$ cat src/rtl/sram_fifo_ctrl_if.sv
// Push/pop stream and status bundle for sram_fifo_ctrl.
// The master side produces pushes and consumes pops; the slave side is the FIFO.
interface sram_fifo_ctrl_if #(
  parameter int ADDR_WIDTH = 11,
  parameter int DATA_WIDTH = 32
);

  logic                  wr_valid;
  logic                  wr_ready;
  logic [DATA_WIDTH-1:0] wr_data;
  logic                  rd_valid;
  logic                  rd_ready;
  logic [DATA_WIDTH-1:0] rd_data;
  logic                  flush;
  logic [ADDR_WIDTH:0]   count;
  logic                  full;
  logic                  empty;

  modport master (
    output wr_valid,
    output wr_data,
    output rd_ready,
    output flush,
    input  wr_ready,
    input  rd_valid,
    input  rd_data,
    input  count,
    input  full,
    input  empty
  );

  modport slave (
    input  wr_valid,
    input  wr_data,
    input  rd_ready,
    input  flush,
    output wr_ready,
    output rd_valid,
    output rd_data,
    output count,
    output full,
    output empty
  );

endinterface

$ cat src/rtl/sram_fifo_ctrl.sv
// FIFO controller backed by an external 1W/1R SRAM with a one-cycle read latency.
// Words live in SRAM until read-issued; read data lands in a 2-entry output
// buffer so the consumer sees registered rd_valid/rd_data and full throughput.
module sram_fifo_ctrl #(
  parameter int ADDR_WIDTH = 11,
  parameter int DATA_WIDTH = 32,
  parameter int DEPTH      = 1 << ADDR_WIDTH
) (
  input  logic                  clk,
  input  logic                  rst,
  sram_fifo_ctrl_if.slave       bus,
  output logic                  sram_csb0,
  output logic [3:0]            sram_wmask0,
  output logic [ADDR_WIDTH-1:0] sram_addr0,
  output logic [DATA_WIDTH-1:0] sram_din0,
  output logic                  sram_csb1,
  output logic [ADDR_WIDTH-1:0] sram_addr1,
  input  logic [DATA_WIDTH-1:0] sram_dout1
);

  localparam int CntW = ADDR_WIDTH + 1;
  localparam logic [ADDR_WIDTH:0]   DepthCnt = CntW'(DEPTH);
  localparam logic [ADDR_WIDTH-1:0] LastAddr = ADDR_WIDTH'(DEPTH - 1);

  typedef enum logic [1:0] {
    BufEmpty,
    BufOne,
    BufTwo
  } buf_state_e;

  logic [ADDR_WIDTH-1:0] wptr;
  logic [ADDR_WIDTH-1:0] rptr;
  // Entries sitting in SRAM that have not yet been read-issued.
  logic [ADDR_WIDTH:0]   mem_cnt;
  // A read was issued last cycle; its data is on sram_dout1 now.
  logic                  inflight;
  buf_state_e            buf_state;
  logic [DATA_WIDTH-1:0] buf0;
  logic [DATA_WIDTH-1:0] buf1;

  logic       push;
  logic       pop;
  logic       issue;
  logic       capture;
  logic [1:0] buf_cnt;
  logic [2:0] occ;

  function automatic logic [ADDR_WIDTH-1:0] ptr_inc(input logic [ADDR_WIDTH-1:0] p);
    return (p == LastAddr) ? '0 : p + 1'b1;
  endfunction

  // Decode buffer occupancy from the buffer state.
  always_comb begin
    buf_cnt = 2'd0;
    unique case (buf_state)
      BufEmpty: buf_cnt = 2'd0;
      BufOne:   buf_cnt = 2'd1;
      BufTwo:   buf_cnt = 2'd2;
      default:  buf_cnt = 2'd0;
    endcase
  end

  // Handshakes and read-issue decision; flush suppresses every SRAM access.
  always_comb begin
    bus.wr_ready = !bus.flush && (mem_cnt != DepthCnt);
    push         = bus.wr_valid && bus.wr_ready;
    pop          = bus.rd_valid && bus.rd_ready && !bus.flush;
    occ          = {1'b0, buf_cnt} + {2'b00, inflight};
    // Only read what is already counted in mem_cnt, so a same-cycle push is never read back.
    issue        = (mem_cnt != '0) && !bus.flush && (occ < (3'd2 + {2'b00, pop}));
    capture      = inflight && !bus.flush;
  end

  // SRAM port drive; both ports are combinational from this cycle's decisions.
  always_comb begin
    sram_csb0   = !push;
    sram_wmask0 = push ? 4'hF : 4'h0;
    sram_addr0  = wptr;
    sram_din0   = bus.wr_data;
    sram_csb1   = !issue;
    sram_addr1  = rptr;
  end

  // Pointers, SRAM occupancy and the in-flight read stage.
  always_ff @(posedge clk or posedge rst) begin
    if (rst) begin
      wptr     <= '0;
      rptr     <= '0;
      mem_cnt  <= '0;
      inflight <= 1'b0;
    end else if (bus.flush) begin
      wptr     <= '0;
      rptr     <= '0;
      mem_cnt  <= '0;
      inflight <= 1'b0;
    end else begin
      if (push) begin
        wptr <= ptr_inc(wptr);
      end
      if (issue) begin
        rptr <= ptr_inc(rptr);
      end
      unique case ({push, issue})
        2'b10:   mem_cnt <= mem_cnt + 1'b1;
        2'b01:   mem_cnt <= mem_cnt - 1'b1;
        default: mem_cnt <= mem_cnt;
      endcase
      inflight <= issue;
    end
  end

  // Output buffer FSM: buf0 is always the head word, buf1 the one behind it.
  always_ff @(posedge clk or posedge rst) begin
    if (rst) begin
      buf_state <= BufEmpty;
      buf0      <= '0;
      buf1      <= '0;
    end else if (bus.flush) begin
      buf_state <= BufEmpty;
    end else begin
      unique case (buf_state)
        BufEmpty: begin
          if (capture) begin
            buf0      <= sram_dout1;
            buf_state <= BufOne;
          end
        end
        BufOne: begin
          if (capture && pop) begin
            buf0 <= sram_dout1;
          end else if (capture) begin
            buf1      <= sram_dout1;
            buf_state <= BufTwo;
          end else if (pop) begin
            buf_state <= BufEmpty;
          end
        end
        BufTwo: begin
          if (pop) begin
            buf0 <= buf1;
            // Issue throttling keeps capture out of this state; handled anyway.
            if (capture) begin
              buf1 <= sram_dout1;
            end else begin
              buf_state <= BufOne;
            end
          end
        end
        default: buf_state <= BufEmpty;
      endcase
    end
  end

  // Status outputs, all derived from registered state.
  always_comb begin
    bus.rd_valid = (buf_state != BufEmpty);
    bus.rd_data  = buf0;
    bus.count    = mem_cnt + CntW'(inflight) + CntW'(buf_cnt);
    bus.full     = (mem_cnt == DepthCnt);
    bus.empty    = (bus.count == '0);
  end

  // Two buffer slots plus one in-flight read must never overflow.
  assert property (@(posedge clk) disable iff (rst) !(buf_state == BufTwo && capture && !pop));

  // Occupancy can never exceed SRAM depth plus the two buffer slots.
  assert property (@(posedge clk) disable iff (rst) bus.count <= DepthCnt + CntW'(2));

endmodule
$ cat src/flat_wrapper.sv
// flat-port wrapper written by rule: the top's interface ports become plain ports
module sram_fifo_ctrl_flat 
#(
  parameter int ADDR_WIDTH = 11,
  parameter int DATA_WIDTH = 32,
  parameter int DEPTH      = 1 << ADDR_WIDTH
)
  (clk, rst, sram_csb0, sram_wmask0, sram_addr0, sram_din0, sram_csb1, sram_addr1, sram_dout1, bus_wr_valid, bus_wr_data, bus_rd_ready, bus_flush, bus_wr_ready, bus_rd_valid, bus_rd_data, bus_count, bus_full, bus_empty);
  sram_fifo_ctrl_if #(.ADDR_WIDTH(ADDR_WIDTH), .DATA_WIDTH(DATA_WIDTH)) bus_i ();
  input  logic clk;
  input  logic rst;
  output logic sram_csb0;
  output logic [3:0] sram_wmask0;
  output logic [ADDR_WIDTH-1:0] sram_addr0;
  output logic [DATA_WIDTH-1:0] sram_din0;
  output logic sram_csb1;
  output logic [ADDR_WIDTH-1:0] sram_addr1;
  input  logic [DATA_WIDTH-1:0] sram_dout1;
  input wire logic [$bits(bus_i.wr_valid)-1:0] bus_wr_valid;
  input wire logic [$bits(bus_i.wr_data)-1:0] bus_wr_data;
  input wire logic [$bits(bus_i.rd_ready)-1:0] bus_rd_ready;
  input wire logic [$bits(bus_i.flush)-1:0] bus_flush;
  output wire logic [$bits(bus_i.wr_ready)-1:0] bus_wr_ready;
  output wire logic [$bits(bus_i.rd_valid)-1:0] bus_rd_valid;
  output wire logic [$bits(bus_i.rd_data)-1:0] bus_rd_data;
  output wire logic [$bits(bus_i.count)-1:0] bus_count;
  output wire logic [$bits(bus_i.full)-1:0] bus_full;
  output wire logic [$bits(bus_i.empty)-1:0] bus_empty;
  assign bus_i.wr_valid = bus_wr_valid;
  assign bus_i.wr_data = bus_wr_data;
  assign bus_i.rd_ready = bus_rd_ready;
  assign bus_i.flush = bus_flush;
  assign bus_wr_ready = bus_i.wr_ready;
  assign bus_rd_valid = bus_i.rd_valid;
  assign bus_rd_data = bus_i.rd_data;
  assign bus_count = bus_i.count;
  assign bus_full = bus_i.full;
  assign bus_empty = bus_i.empty;
  sram_fifo_ctrl #(.ADDR_WIDTH(ADDR_WIDTH), .DATA_WIDTH(DATA_WIDTH), .DEPTH(DEPTH)) u_core (.clk(clk), .rst(rst), .bus(bus_i), .sram_csb0(sram_csb0), .sram_wmask0(sram_wmask0), .sram_addr0(sram_addr0), .sram_din0(sram_din0), .sram_csb1(sram_csb1), .sram_addr1(sram_addr1), .sram_dout1(sram_dout1));
endmodule
$ cat config.mk
export PLATFORM = sky130hd
export DESIGN_NAME = sram_fifo_ctrl_flat
export DESIGN_NICKNAME = d
export VERILOG_FILES = /design/src/rtl/sram_fifo_ctrl_if.sv /design/src/rtl/sram_fifo_ctrl.sv /design/src/flat_wrapper.sv
export SDC_FILE = /design/constraint.sdc
export NUM_CORES = 1
export LEC_CHECK = 0
export ABC_CLOCK_PERIOD_IN_PS = 5300
export BUFFER_PORTS_ARGS = -buffer_cell sky130_fd_sc_hd__buf_2
export CAP_MARGIN = 0
export CELL_PAD_IN_SITES_DETAIL_PLACEMENT = 1
export CELL_PAD_IN_SITES_GLOBAL_PLACEMENT = 2
export CORE_MARGIN = 1
export CORE_UTILIZATION = 30
export CTS_CLUSTER_DIAMETER = 120
export CTS_CLUSTER_SIZE = 10
export DETAILED_ROUTE_END_ITERATION = 8
export HOLD_SLACK_MARGIN = 0.02
export MAX_ROUTING_LAYER = met4
export PLACE_DENSITY = 0.83
export RECOVER_POWER = 25
export SLEW_MARGIN = 0
export SYNTH_ARGS = -nofsm -noshare
export SYNTH_HDL_FRONTEND = slang
export SYNTH_SLANG_ARGS = --single-unit
$ cat constraint.sdc
create_clock -name clk -period 5.3 [get_ports clk]
set_clock_uncertainty 0.2 [all_clocks]
set_input_delay 0.265 -clock clk [delete_from_list [all_inputs] [get_ports clk]]
set_output_delay 0.265 -clock clk [all_outputs]
set_load 0.005 [all_outputs]
==> metrics.md, run 1 <==
| Metric | Value |
|---|---|
| Status | `finished with violations` |
| Violated checks | `max-capacitance violations, max-slew violations` |
| Mapped Cells | `583` |
| Setup TNS | `0 ps` |
| Critical Path AT | `4270 ps` |
| Clock Tree Root | `clkbuf_16` |
| CTS buffer count | `9` |
| 1st-iter DRT viols | `123` |
| Crit path capture type | `register` |
| Die Y-Extent | `138 µm` |
| Primary FF master, synth | `dfrtp_1` |
| Least-Margin Pin Slew | `2290 ps` |
| Ys async rst share | `100%` |
| Vias in the first global route | `4787` |
| Total gr overflow | `0` |
| Starting Density | `30.7%` |
| Vias per cell | `5.03` |
| Power Density | `446 nW/µm²` |
| R2r setup slk | `1110 ps` |
| Delay-heaviest family, CP | `compound AO/OA/AOI/OAI gates` |
| Core Region | `18000 µm²` |
| Netlist cell types | `52` |
| Cell depth of the worst setup path | `15` |
| Critical path peak fanout | `15` |
| Sink Count | `101` |
| Routability congestion estimate | `0.828` |
| Crit-path cells | `nor2b_1 > ha_1 > nand2b_1 > o21ai_0 > nand3_1 > buf_4 > nand2b_1 > inv_1 > ha_1 > o21ai_0 > o21ai_0 > nand3_1 > a21oi_1 > mux2_2 > a2bb2oi_1` |
| Slew headroom | `-53.6%` |
| Hpwl dp | `10600 µm` |
| Hold depth | `4` |
| Cell seen most often among critical-path stages | `o21ai_0` |
| Fin util | `37.0%` |
| DRC Markers | `0` |
| Min cycle time layout | `4190 ps` |
| Post-synth net total | `670` |
| Count leader, synth | `dfrtp_1` |
| Avg Cell Area, Syn | `9.49 µm²` |
| TritonCTS clock tree | `built` |
| Filler cell count | `2086` |
| Routed via count | `4616` |
| Synth Register Bits | `101` |
| Largest net degree at the start of global routing | `53` |
| H-Tree Depth | `3` |
| Peak VDD IR | `0.000282 V` |
| PostCTS Resize Cnt | `0` |
| Layout area overhead | `20.4%` |
| RSZ-0062 raised after global routing | `false` |
| Final Net Count | `769` |
| Hold Crit Class | `input pin to register` |
| Min-delay src | `bus_wr_valid` |
| Worst r2r path cells | `15` |
| CP bufs+invs | `2` |
| Clk_lat worst skew | `360 ps` |
| Drt pass-1 iters | `4` |
| Clk buf depth | `2` |
| Final Hold Violating Endpoints | `0` |
| Mapped cell area | `5530 µm²` |
| Final setup viols | `0` |
| Leak | `0.00307 µW` |
| Std cell rows | `49` |
| Slew Viols, Final | `51` |
| Worst path required time | `5380 ps` |
| Tcrit/Tclk final | `79.0%` |
| Die X | `138 µm` |
| Critical path's largest stage delay | `460 ps` |
| Synth area leaders | `dfrtp_1 (46%), nand2_1 (6.2%), mux2_2 (5.7%), buf_4 (5.3%), nor2_1 (4.1%)` |
| Antenna-violating nets left | `0` |
| DIE AREA | `19000 µm²` |
| Wire per inst | `16.7 µm` |
| Clock transition at path regs | `80 ps` |
| Layout cells sized above 1 | `25.0%` |
| Buffers added on ports | `112` |
| First-pass GRT wire length | `24500 µm` |
| Critical Path Source Type | `register` |
| Wirelength, routed | `15300 µm` |
| Setup bufs post-CTS | `0` |
| Ys Warns | `0` |
| Worst Setup Path Type | `register to register` |
| Worst hold path endpoint | `u_core.sram_addr0[6]` |
| Reg2reg start | `u_core.buf_state[1]` |
| Most instantiated cells after synthesis | `dfrtp_1 (101), nand2_1 (92), nor2_1 (61), buf_4 (39), a31oi_1 (34)` |
| Sequential area share after synthesis | `45.7%` |
| Max-cap violations | `1` |
| RR Endpoint | `u_core.mem_cnt[11]` |
| Top-area cell type share of the netlist area | `45.7%` |
| Area leader, netlist | `dfrtp_1` |
| Critical-path top delay cell | `dfrtp_1` |
| Number of flops mapped to enable cells by yosys | `0` |
| Fmax achieved | `239 MHz` |
| Initial antenna violation count | `1` |
| Ports | `177` |
| Gr usage total | `17.1%` |
==> worst min-delay path: stages <==
cell and delay [ps]:
buf_2 120, nand3_1 90, or3_1 100, a21oi_1 60
==> cell usage in the layout, fill, tap and decap left out, types with 3 or more instances in the layout <==
master         netlist  routed
mux2_2              28      28
nand4_1              3       3
a21oi_1             16      15
or3_1                5       5
clkbuf_16            0       9
clkinv_2             0       3
nand2b_1             5       5
a21o_1               6       6
and3_1               4       4
nand3_1             20      19
mux2_1               7       7
clkbuf_1            17       3
dlygate4sd3_1        0      33
o21ai_0             29      29
buf_4               39       6
nand2_1             92      92
nor2_1              61      61
a31o_2               5       5
a41oi_1              3       3
fa_1                 3       3
inv_1               10       9
buf_2                2     109
xor2_1              14      14
dfrtp_1            101     101
a211oi_1             9       9
xnor2_1             12      12
nor3_1               7       7
ha_1                15      15
nor4_1               5       5
a31oi_1             34      34
==> worst max path at each step <==
stage	from	endpoint	slack, ps
after CTS	u_core.mem_cnt[3]	u_core.mem_cnt[11]	1120
after global placement	u_core.mem_cnt[3]	u_core.mem_cnt[9]	1230
after global routing	u_core.buf_state[1]	u_core.mem_cnt[11]	650
after floorplan	u_core.buf_state[0]	u_core.mem_cnt[9]	1320
final	u_core.buf_state[1]	u_core.mem_cnt[11]	1110
after detailed placement	u_core.mem_cnt[3]	u_core.mem_cnt[9]	1150
==> layer usage <==
metal	up-vias	GRT usage, %	part of all wire, %
li1	2197	-	-
met1	2298	20.4	44
met2	103	28.6	50
met3	18	3.35	4.5
met4	0	5.92	1.3
met5	-	-	0
==> sequential cells by signal (all words and copies together) (netlist names) <==
register,cells
u_core.buf_state,2
u_core.inflight,1
u_core.mem_cnt,12
u_core.sram_addr1,11
u_core.buf1,32
u_core.sram_addr0,11
u_core.bus.rd_data,32
==> per-stage QoR <==
stage	std cells	setup WS (ps)	power, µW	hold slack (ps)	cell area [µm²]
floorplan	583	1320	1920	197	5530
global placement	867	1230	2220	203	6040
detailed placement	867	1150	2290	210	6040
CTS	916	1120	3010	101	6670
global route	917	647	3200	139	6660
finish	917	1110	2970	110	6660
==> power breakdown <==
group / internal [µW] / switching [µW]
Sequential: 1040 / 228
Combinational: 505 / 513
Clock: 370 / 318
==> logic make-up (layout without fill, tap and decap cells) <==
kind of cell             Yosys count  after routing  share of synthesized area, %
AND/OR/NAND/NOR                  211            211                          16.7
buffers and inverters             75            179                          8.34
other                              0              1                             0
multiplexers                      36             36                          7.30
XOR/XNOR                          26             26                          4.11
flip-flops                       101            101                          45.7
AO/OA/AOI/OAI                    116            116                          13.4
adder cells (fa/ha/maj)           18             18                          4.48
==> repair_timing <==
item | CTS | global route
endpoints found under the hold margin | 112 | 0
endpoints found under the setup margin | 0 | 0
hold buffers | 33 | 0
==> cell type report <==
cell class	instances	area [µm²]	area share, %
well taps	229	287	4.30
multi-input cells	407	2560	38.4
diodes	1	2.50	0.0376
clock buffers	9	225	3.38
inverters	12	53.8	0.808
repair buffers	151	932	14.0
flip-flops and latches	101	2530	37.9
clock inverters	7	73.8	1.11
Power figures use the tool's default switching activity.
==> inputs of run 2 (changes only) <==
ABC_CLOCK_PERIOD_IN_PS = 3600   (was 5300)
CORE_UTILIZATION = 27   (was 30)
PLACE_DENSITY = 0.8   (was 0.83)
clock period = 3.6 ns   (was 5.3 ns; I/O delays follow)
==> metrics.md, run 2 (synthesis gave the netlist of run 1 again) <==
| Metric | Value |
|---|---|
| Cells after DPL | `928` |
| Vias per cell | `4.69` |
| Commonest non-fill, non-tap cell in the layout | `dfrtp_1` |
| Wirelength, routed | `14900 µm` |
| Worst path required time | `3220 ps` |
| Worst r2r path cells | `15` |
| DIE AREA | `21100 µm²` |
| Routability congestion estimate | `0.829` |
| Antenna-violating nets left | `0` |
| Non-filler cells, final | `979` |
| Cell seen most often among critical-path stages | `buf_4` |
| Post-route cell area | `6900 µm²` |
| Largest net degree at the start of global routing | `65` |
| Worst Setup Path Type | `register to output port` |
| Setup TNS | `0 ps` |
| Gr usage total | `15.2%` |
| Final setup viols | `0` |
| Power Density | `635 nW/µm²` |
| Slew Viols, Final | `55` |
| Ports | `177` |
| Starting Density | `27.4%` |
| Core Region | `20200 µm²` |
| Sw frac | `35.4%` |
| Most frequent cells in the layout | `dfrtp_1 (101), buf_2 (98), nand2_1 (91)` |
| Critical Path End | `bus_empty` |
| Layout area overhead | `24.7%` |
| TritonCTS clock tree | `built` |
| Least-Margin Pin Slew | `2200 ps` |
| Uppermost layer routed | `met4` |
| H-Tree Depth | `3` |
| DP Area | `6260 µm²` |
| CTS buffer count | `9` |
| Vias in the first global route | `4828` |
| Filler cell count | `2368` |
| Hpwl dp | `10100 µm` |
| Fin util | `34.2%` |
| Sink Count | `101` |
| RR Endpoint | `u_core.mem_cnt[9]` |
| Fmax achieved | `290 MHz` |
| Buffers added on ports | `112` |
| Tcrit/Tclk final | `95.9%` |
| Critical path peak fanout | `5` |
| Cell depth of the worst setup path | `11` |
| Violated checks | `max-capacitance violations, max-slew violations` |
| Combinational share of power | `39.0%` |
| Critical path's largest stage delay | `440 ps` |
| CP startpoint | `u_core.buf_state[0]` |
| Reg2reg start | `u_core.buf_state[0]` |
| Hold depth | `4` |
| Seq pwr share | `40.4%` |
| Total gr overflow | `0` |
| DRC Markers | `0` |
| Drt pass-1 iters | `4` |
| Clk_lat worst skew | `350 ps` |
| Slew headroom | `-46.7%` |
| Sw power | `1550 µW` |
| Crit-path cells | `nor2b_2 > buf_4 > fa_1 > fa_2 > buf_4 > nor3_1 > a31oi_1 > nor4_2 > o21ai_2 > nor4_1 > buf_2` |
| Tot Pwr | `4390 µW` |
| Std cell rows | `52` |
| DR WL met2 | `7300 µm` |
| Initial antenna violation count | `1` |
| Pint | `2830 µW` |
| Clock power share | `20.7%` |
| Final Net Count | `791` |
| Critical-path top delay cell | `fa_1` |
| Crit path capture type | `output port` |
| Clock Tree Root | `clkbuf_16` |
| Layout cells sized above 1 | `26.8%` |
| CP bufs+invs | `3` |
| Max-cap violations | `1` |
| Min cycle time layout | `3450 ps` |
| Delay-heaviest family, CP | `simple AND/OR/NAND/NOR gates` |
| Peak VDD IR | `0.000276 V` |
| Hold Crit Class | `input pin to register` |
| Final Hold Violating Endpoints | `0` |
| Critical Path AT | `3070 ps` |
| Post-Route M1 WL | `6770 µm` |
| Clock transition at path regs | `70 ps` |
| Die Y-Extent | `145 µm` |
| R2r setup slk | `260 ps` |
| First-pass GRT wire length | `25000 µm` |
| Critical Path Source Type | `register` |
| Routed via count | `4595` |
| Met3 routed WL | `541 µm` |
| Status | `finished with violations` |
| 1st-iter DRT viols | `126` |
| Leak | `0.00313 µW` |
| Clk buf depth | `2` |
| Wire per inst | `15.3 µm` |
| Die X | `145 µm` |
## run 2: cell count changes in the layout (fill, tap and decap cells not counted), moves of 2 or more
| cell | delta |
|---|---|
| clkbuf_1 | +12 |
| o21ai_0 | -5 |
| buf_2 | -11 |
| ha_2 | +2 |
| o21ai_1 | +4 |
| buf_4 | +18 |
| clkinvlp_4 | +3 |
| buf_12 | +2 |
| ha_1 | -2 |
| clkinv_2 | -2 |
## run 2: worst min-delay path by stage
stage,startpoint,endpoint,slack (ps)
detailed placement,rst,u_core.bus.rd_data[21],160
finish,bus_wr_valid,u_core.sram_addr0[6],50
floorplan,sram_dout1[20],u_core.buf1[20],110
CTS,bus_wr_valid,u_core.sram_addr0[6],30
global route,bus_wr_valid,u_core.sram_addr0[6],100
global placement,rst,u_core.buf1[22],160
## run 2: routing by layer
layer	global-route usage [%]	up-vias
met5	-	-
met4	5.84	0
met3	2.80	29
met2	24.6	86
met1	18.9	2240
li1	-	2240
## run 2: metrics by stage
step                setup slack [ps]  hold slack [ps]
global route                   -19.8              103
floorplan                       20.2              112
global placement                 157              160
detailed placement              89.7              159
finish                           147             50.5
CTS                             3.19             29.4
## run 2: power groups by stage
stage | Clock, µW | Combinational [µW] | Sequential [µW]
after floorplan | 0 | 1060 | 1770
after global placement | 0 | 1630 | 1770
after detailed placement | 0 | 1650 | 1790
after CTS | 950 | 1710 | 1770
after global routing | 988 | 1910 | 1830
final | 906 | 1710 | 1770
## run 2: final cells by class
cell class | instances | area, µm² | share of cell area (%)
diodes | 1 | 2.50 | 0.0363
multi-input cells | 407 | 2600 | 37.6
clock inverters | 5 | 36.3 | 0.526
well taps | 270 | 338 | 4.89
repair buffers | 173 | 1120 | 16.2
clock buffers | 10 | 229 | 3.32
flip-flops and latches | 101 | 2530 | 36.6
inverters | 12 | 52.6 | 0.761
## run 2: worst reg2reg max path, cell delays in order, from the launching register on
cell       delay [ps]
dfrtp_1           410
nor2b_2           170
ha_1              170
ha_1              260
o21ai_1            70
nand3_1            90
nand2b_1          170
inv_2             100
buf_4             150
ha_1              230
a2111oi_2         360
o21ai_1           140
a41oi_1           270
xor2_1            160
nor2_1             50
a31o_2            210
## run 2: repair_timing
| item | 4_1_cts | 5_1_grt |
|---|---|---|
| pin swaps | 0 | 3 |
| endpoints found under the setup margin | 1 | 7 |
| cloned | 0 | 0 |
| hold buffers | 34 | 0 |
| hold endpoints to repair | 124 | 0 |
| buffers inserted | 0 | 1 |
| resized for setup | 3 | 15 |
